<file path="config.mk">
export PLATFORM = sky130hd
export DESIGN_NAME = sha256_block_engine
export DESIGN_NICKNAME = d
export VERILOG_FILES = /design/src/rtl/sha256_pkg.sv /design/src/rtl/sha256_round.sv /design/src/rtl/sha256_block_engine.sv
export SDC_FILE = /design/constraint.sdc
export NUM_CORES = 2
export LEC_CHECK = 0
export ABC_AREA = 1
export BUFFER_PORTS_ARGS = -buffer_cell sky130_fd_sc_hd__buf_2
export CAP_MARGIN = 20
export CORE_MARGIN = 10
export CORE_UTILIZATION = 30
export DETAILED_ROUTE_END_ITERATION = 8
export REMOVE_ABC_BUFFERS = 1
export SLEW_MARGIN = 10
export SYNTH_ARGS = -nofsm -noshare
export SYNTH_HDL_FRONTEND = slang
export SYNTH_SLANG_ARGS = --single-unit
</file>
<file path="constraint.sdc">
create_clock -name clk -period 7.81 [get_ports clk]
set_input_delay 0.3905 -clock clk [delete_from_list [all_inputs] [get_ports clk]]
set_output_delay 0.3905 -clock clk [all_outputs]
set_load 0.01 [all_outputs]
</file>
<file path="src/rtl/sha256_pkg.sv">
// sha256_pkg: SHA-256 constants, engine state encoding and round helper functions.
package sha256_pkg;
  typedef enum logic [1:0] {IDLE, ROUND, UPDATE, OUT} state_t;
  localparam logic [31:0] K [0:63] = '{
    32'h428a2f98, 32'h71374491, 32'hb5c0fbcf, 32'he9b5dba5, 32'h3956c25b, 32'h59f111f1, 32'h923f82a4, 32'hab1c5ed5,
    32'hd807aa98, 32'h12835b01, 32'h243185be, 32'h550c7dc3, 32'h72be5d74, 32'h80deb1fe, 32'h9bdc06a7, 32'hc19bf174,
    32'he49b69c1, 32'hefbe4786, 32'h0fc19dc6, 32'h240ca1cc, 32'h2de92c6f, 32'h4a7484aa, 32'h5cb0a9dc, 32'h76f988da,
    32'h983e5152, 32'ha831c66d, 32'hb00327c8, 32'hbf597fc7, 32'hc6e00bf3, 32'hd5a79147, 32'h06ca6351, 32'h14292967,
    32'h27b70a85, 32'h2e1b2138, 32'h4d2c6dfc, 32'h53380d13, 32'h650a7354, 32'h766a0abb, 32'h81c2c92e, 32'h92722c85,
    32'ha2bfe8a1, 32'ha81a664b, 32'hc24b8b70, 32'hc76c51a3, 32'hd192e819, 32'hd6990624, 32'hf40e3585, 32'h106aa070,
    32'h19a4c116, 32'h1e376c08, 32'h2748774c, 32'h34b0bcb5, 32'h391c0cb3, 32'h4ed8aa4a, 32'h5b9cca4f, 32'h682e6ff3,
    32'h748f82ee, 32'h78a5636f, 32'h84c87814, 32'h8cc70208, 32'h90befffa, 32'ha4506ceb, 32'hbef9a3f7, 32'hc67178f2
  };
  localparam logic [31:0] IV [0:7] = '{
    32'h6a09e667, 32'hbb67ae85, 32'h3c6ef372, 32'ha54ff53a, 32'h510e527f, 32'h9b05688c, 32'h1f83d9ab, 32'h5be0cd19
  };
  function automatic logic [31:0] ror(input logic [31:0] x, input int n);
    return (x >> n) | (x << (32 - n));
  endfunction
  function automatic logic [31:0] ch(input logic [31:0] e, f, g);
    return (e & f) ^ (~e & g);
  endfunction
  function automatic logic [31:0] maj(input logic [31:0] a, b, c);
    return (a & b) ^ (a & c) ^ (b & c);
  endfunction
  function automatic logic [31:0] bsig0(input logic [31:0] x);
    return ror(x, 2) ^ ror(x, 13) ^ ror(x, 22);
  endfunction
  function automatic logic [31:0] bsig1(input logic [31:0] x);
    return ror(x, 6) ^ ror(x, 11) ^ ror(x, 25);
  endfunction
  function automatic logic [31:0] ssig0(input logic [31:0] x);
    return ror(x, 7) ^ ror(x, 18) ^ (x >> 3);
  endfunction
  function automatic logic [31:0] ssig1(input logic [31:0] x);
    return ror(x, 17) ^ ror(x, 19) ^ (x >> 10);
  endfunction
  function automatic logic [255:0] iv_vec();
    logic [255:0] v;
    for (int i = 0; i < 8; i++) v[32*i +: 32] = IV[i];
    return v;
  endfunction
endpackage

</file>
<file path="src/rtl/sha256_round.sv">
// sha256_round: one combinational SHA-256 round; working vars packed with a in the LSBs, h in the MSBs.
module sha256_round
  import sha256_pkg::*;
(
  input  logic [255:0] cur,
  input  logic [31:0]  k,
  input  logic [31:0]  w,
  output logic [255:0] nxt
);
  logic [31:0] t1, t2;
  always_comb begin
    t1 = cur[255:224] + bsig1(cur[159:128]) + ch(cur[159:128], cur[191:160], cur[223:192]) + k + w;
    t2 = bsig0(cur[31:0]) + maj(cur[31:0], cur[63:32], cur[95:64]);
    nxt = {cur[223:128], cur[127:96] + t1, cur[95:0], t1 + t2};
  end
endmodule

</file>
<file path="src/rtl/sha256_block_engine.sv">
// sha256_block_engine: iterative multi-block SHA-256 compressor, ROUNDS_PER_CYCLE rounds per clock.
module sha256_block_engine
  import sha256_pkg::*;
#(
  parameter int ROUNDS_PER_CYCLE = 1
) (
  input  logic         clk,
  input  logic         rst_n,
  input  logic         in_valid,
  output logic         in_ready,
  input  logic         in_first,
  input  logic         in_last,
  input  logic [511:0] in_block,
  output logic         out_valid,
  input  logic         out_ready,
  output logic [255:0] out_digest,
  output logic         busy,
  output logic         proto_err
);
  if (!(ROUNDS_PER_CYCLE == 1 || ROUNDS_PER_CYCLE == 2 || ROUNDS_PER_CYCLE == 4 || ROUNDS_PER_CYCLE == 8)) begin : g_bad_rpc
    $error("ROUNDS_PER_CYCLE must be 1, 2, 4 or 8");
  end
  state_t st_q, st_d;
  logic run_q, open_q, first_q, last_q, perr_q, accept, fresh, last_round;
  logic [5:0] cnt_q;
  logic [15:0][31:0] w_q;
  logic [255:0] h_q, v_q, v_rnd;
  // Expand the window by 8 words so any unroll depth can slide by ROUNDS_PER_CYCLE.
  function automatic logic [15:0][31:0] sched_next(input logic [15:0][31:0] w);
    logic [31:0] e [0:23];
    logic [15:0][31:0] r;
    for (int i = 0; i < 16; i++) e[i] = w[i];
    for (int i = 16; i < 24; i++) e[i] = ssig1(e[i-2]) + e[i-7] + ssig0(e[i-15]) + e[i-16];
    for (int i = 0; i < 16; i++) r[i] = e[i+ROUNDS_PER_CYCLE];
    return r;
  endfunction
  for (genvar j = 0; j < ROUNDS_PER_CYCLE; j++) begin : g_rnd
    logic [255:0] s_in, s_out;
    if (j == 0) begin : g_head
      assign s_in = v_q;
    end else begin : g_link
      assign s_in = g_rnd[j-1].s_out;
    end
    sha256_round u_round (.cur(s_in), .k(K[cnt_q + 6'(j)]), .w(w_q[j]), .nxt(s_out));
  end
  assign v_rnd = g_rnd[ROUNDS_PER_CYCLE-1].s_out;
  assign accept = in_valid & in_ready;
  assign fresh = in_first | ~open_q;
  assign last_round = cnt_q == 6'(64 - ROUNDS_PER_CYCLE);
  always_ff @(posedge clk or negedge rst_n)
    if (!rst_n) st_q <= IDLE;
    else st_q <= st_d;
  always_comb
    st_d = (st_q == IDLE)   ? (accept ? ROUND : IDLE) :
           (st_q == ROUND)  ? (last_round ? UPDATE : ROUND) :
           (st_q == UPDATE) ? (last_q ? OUT : IDLE) :
                              (out_ready ? IDLE : OUT);
  // run_q holds in_ready low until the first edge after reset release.
  always_comb begin
    in_ready = (st_q == IDLE) && run_q;
    out_valid = st_q == OUT;
    busy = (st_q == ROUND) || (st_q == UPDATE);
    out_digest = h_q;
    proto_err = perr_q;
  end
  always_ff @(posedge clk or negedge rst_n)
    if (!rst_n) begin
      run_q <= 1'b0;
      open_q <= 1'b0;
      first_q <= 1'b0;
      last_q <= 1'b0;
      perr_q <= 1'b0;
      cnt_q <= '0;
      w_q <= '0;
      h_q <= '0;
      v_q <= '0;
    end else begin
      run_q <= 1'b1;
      if (accept) begin
        w_q <= in_block;
        v_q <= fresh ? iv_vec() : h_q;
        first_q <= fresh;
        last_q <= in_last;
        cnt_q <= '0;
        if (!in_first && !open_q) perr_q <= 1'b1;
      end
      if (st_q == ROUND) begin
        v_q <= v_rnd;
        w_q <= sched_next(w_q);
        cnt_q <= cnt_q + 6'(ROUNDS_PER_CYCLE);
      end
      if (st_q == UPDATE) begin
        for (int i = 0; i < 8; i++) h_q[32*i +: 32] <= (first_q ? IV[i] : h_q[32*i +: 32]) + v_q[32*i +: 32];
        open_q <= ~last_q;
      end
    end
endmodule
</file>
==> metrics.txt <==
status=finished clean; max-slew violation count=0; starting utilization of the core area=a little under a third; Worst-Skew Late Latency=approximately 0.86 ns; number of search-and-repair iterations in the first detailed-routing pass=6; startpoint of the tightest hold check path=in_block[114]; delay of the slowest critical-path stage=around 0.61 ns; warnings from Yosys=0; area growth from synthesis to final layout=21.5%; maximum net fanout on the critical path=13; Port Buffer Count=slightly below 800; vertical die dimension=between 500 and 600 um; post-synthesis instance area=~0.077 sq mm; reg-to-reg endpoint=g_rnd[0].s_in[31]; post-place instance area=0.0843 sq mm; summed area of non-filler cells in the final layout=approximately 0.094 sq mm; vias in the first global route=between 70,000 and 80,000; worst endpoint data arrival time=7.88 ns; prevailing post-synth register cell=sky130_fd_sc_hd__dfrtp_1; average wire per standard cell=roughly 24 um; vias after detailed routing=between 70,000 and 80,000; slowest library cell on the worst path=sky130_fd_sc_hd__o32ai_1; max cap viols=0; cell chosen for the clock root=sky130_fd_sc_hd__clkbuf_16; sequential area share after synthesis=between 30 and 40%; final setup fails=0; worst clock skew=roughly 0.09 ns; Min-Delay Endpoint=w_q[114]; RR Startpoint=cnt_q[0]; required time reported for the critical path endpoint=8.55 ns; Slew HR=25.3%; number of flops mapped to enable cells by yosys=0; combined global-route utilization of all metal layers=approximately a quarter; Hold Worst Slack=around 0.057 ns; Reg clk slew, reported paths=approximately 0.06 ns; R2R Setup Slk=~0.67 ns; standard cell core area=~0.26 sq mm; measured slew at the worst slew-check pin=between 1 and 1.5 ns; final net count=roughly 13,000; gpl congestion=1.02; antenna violations before repair=32; type of the setup path with the least slack=reg2reg; row count=around 190; sinks on the clock net=just over 1,000; worst path buffer plus inverter count=6; CP endpoint kind=register; distinct cell type count of the synthesized netlist=70; number of buffers created by CTS=approximately 130; number of placed instances, taps included=~14,000; kind of start point of the critical path=register; fin cells=approximately 15,000; kind of path behind the tightest hold check=in2reg; number of nets with antenna violations after routing=0; Register-to-Register Path Depth=35; Clock H-tree levels=4; fill cell count=around 27,000; HPWL after detailed placement=285,000 um; share of the cycle needed by the critical path after routing=about nine tenths; kind of cell adding the most delay to the critical path=compound AO/OA/AOI/OAI gates; total grt overflow=0; total die area=roughly 0.28 sq mm; Yosys reg bits=slightly above 1,000; top library cells by usage in the layout, fill and taps aside=2,459 x sky130_fd_sc_hd__nand2_1, 1,239 x sky130_fd_sc_hd__inv_1, 1,052 x sky130_fd_sc_hd__nor2_1, 1,036 x sky130_fd_sc_hd__dfrtp_1, 776 x sky130_fd_sc_hd__buf_2; final WL=approximately 370,000 um; DRC marker count from the first detailed-route iteration=8,456; largest net degree at the start of global routing=roughly 250; via-per-instance ratio=between 5 and 6; TritonCTS clock tree=yes; number of endpoints with negative hold slack in the final report=0; sum of negative setup slack=0 ns; die extent in x=around 530 um; async set-or-reset flop fraction in the synthesized netlist=100%; post-synthesis cell count=about 10,000; wire length of the first global-routing pass=between 500,000 and 600,000 um; maximum clock path buffer count=3; fmax=about 0.14 GHz; fraction of layout cells with a size suffix above 1=between 10% and 20%; CP most frequent cell=sky130_fd_sc_hd__nand2_1; number of stages on the worst hold path=3; I/O pin total=between 700 and 800; leading cell type in the layout, fill and taps excluded=sky130_fd_sc_hd__nand2_1; unrepaired setup endpoints after global routing=false; count of unresolved DRC violations after routing=0; Avg Synthesized Cell Area=7.38 sq um; post-route minimum period=between 7 and 8 ns
## final cells by class
type	count	area (sq um)	share of cell area, %
multi-input combinational	7617	44300	47.3
sequential	1037	26000	27.7
timing repair buffer	1401	10000	10.7
inverter	1258	4740	5.06
tap	3384	4230	4.51
clock buffer	176	3640	3.88
clock inverter	52	810	0.863
antenna	22	55.1	0.0587
## how the worst max path moves through the flow
stage                     startpoint                end  slack (ns)  depth (start not counted)
after global routing        cnt_q[0]  g_rnd[0].s_in[31]        0.11                         35
after CTS                   cnt_q[0]  g_rnd[0].s_in[31]        0.73                         35
after floorplan              st_q[1]   g_rnd[0].s_in[2]      -56.93                          7
after detailed placement    cnt_q[0]  g_rnd[0].s_in[31]        0.78                         35
final                       cnt_q[0]  g_rnd[0].s_in[31]        0.67                         35
after global placement      cnt_q[0]  g_rnd[0].s_in[31]        0.74                         35
## through the flow
stage,utilization [%],setup WS [ns]
2_1_floorplan,-,-56.93
3_3_place_gp,32.9,0.740
3_5_place_dp,32.9,0.783
4_1_cts,36.6,0.733
5_1_grt,36.6,0.110
6_report,36.6,0.670
## cell usage after synthesis, drive strengths merged, types with 3 or more instances
| library cell | instances | area, sq um |
|---|---|---|
| a2111oi | 3 | 26.3 |
| a211oi | 12 | 90.1 |
| a21boi | 16 | 154 |
| a21o | 58 | 435 |
| a21oi | 521 | 2690 |
| a221oi | 49 | 429 |
| a22oi | 10 | 75.1 |
| a311oi | 4 | 35.0 |
| a31o | 5 | 43.8 |
| a31oi | 565 | 3530 |
| and3 | 9 | 56.3 |
| buf | 157 | 777 |
| clkbuf | 399 | 1500 |
| dfrtp | 1037 | 25900 |
| fa | 197 | 3940 |
| ha | 399 | 4990 |
| inv | 1257 | 4720 |
| maj3 | 14 | 140 |
| nand2 | 2472 | 9310 |
| nand3 | 392 | 2010 |
| nand3b | 7 | 52.6 |
| nand4 | 41 | 257 |
| nor2 | 1061 | 4010 |
| nor3 | 89 | 450 |
| nor4 | 15 | 106 |
| o2111ai | 5 | 43.8 |
| o211ai | 38 | 285 |
| o21a | 8 | 60.1 |
| o21ai | 701 | 3610 |
| o21bai | 64 | 514 |
| o221ai | 173 | 1520 |
| o22ai | 69 | 432 |
| o311ai | 14 | 123 |
| o31ai | 16 | 120 |
| o32ai | 5 | 43.8 |
| or2 | 166 | 1040 |
| xnor2 | 199 | 1740 |
| xor2 | 209 | 1830 |
## per-layer routing
layer / GRT usage (%) / vias up / wire (um)
met4: 12.3 / 22 / 21200
li1: - / 36600 / -
met2: 40.2 / 3636 / 163000
met5: 0 / - / 148
met3: 5.15 / 720 / 29900
met1: 32.7 / 37500 / 151000
## state kept, by name (all words and copies together) (netlist names)
register    cells
cnt_q           6
first_q         1
g_rnd.s_in    256
last_q          1
open_q          1
out_digest    256
proto_err       1
run_q           1
st_q            2
w_q           512
## cells by family after synthesis
family / Yosys count / share of synthesized area (%)
buffers and inverters: 1814 / 9.06
DFF: 1037 / 33.6
xor gates and xnor gates: 408 / 4.63
AOI/OAI and AO/OA: 2342 / 18.5
adders and majority gates: 610 / 11.8
and+or+nand+nor: 4256 / 22.4
other: 1 / 0.00485
## timing repair
item | 4_1_cts | 5_1_grt
endpoints found under the setup margin | 0 | 0
setup buffers | 0 | 0
hold buffers | 505 | 0
endpoints found under the hold margin | 550 | 0
gates resized for setup | 0 | 0
## tightest hold or removal path, cell delays in order
cell                      delay, ns
sky130_fd_sc_hd__buf_2         0.12
sky130_fd_sc_hd__nand2_1       0.20
sky130_fd_sc_hd__a31oi_1       0.12
Power is left out: the tool's default activity adds up to more than one toggle a clock period on the data nets, which glitch-free logic cannot reach.
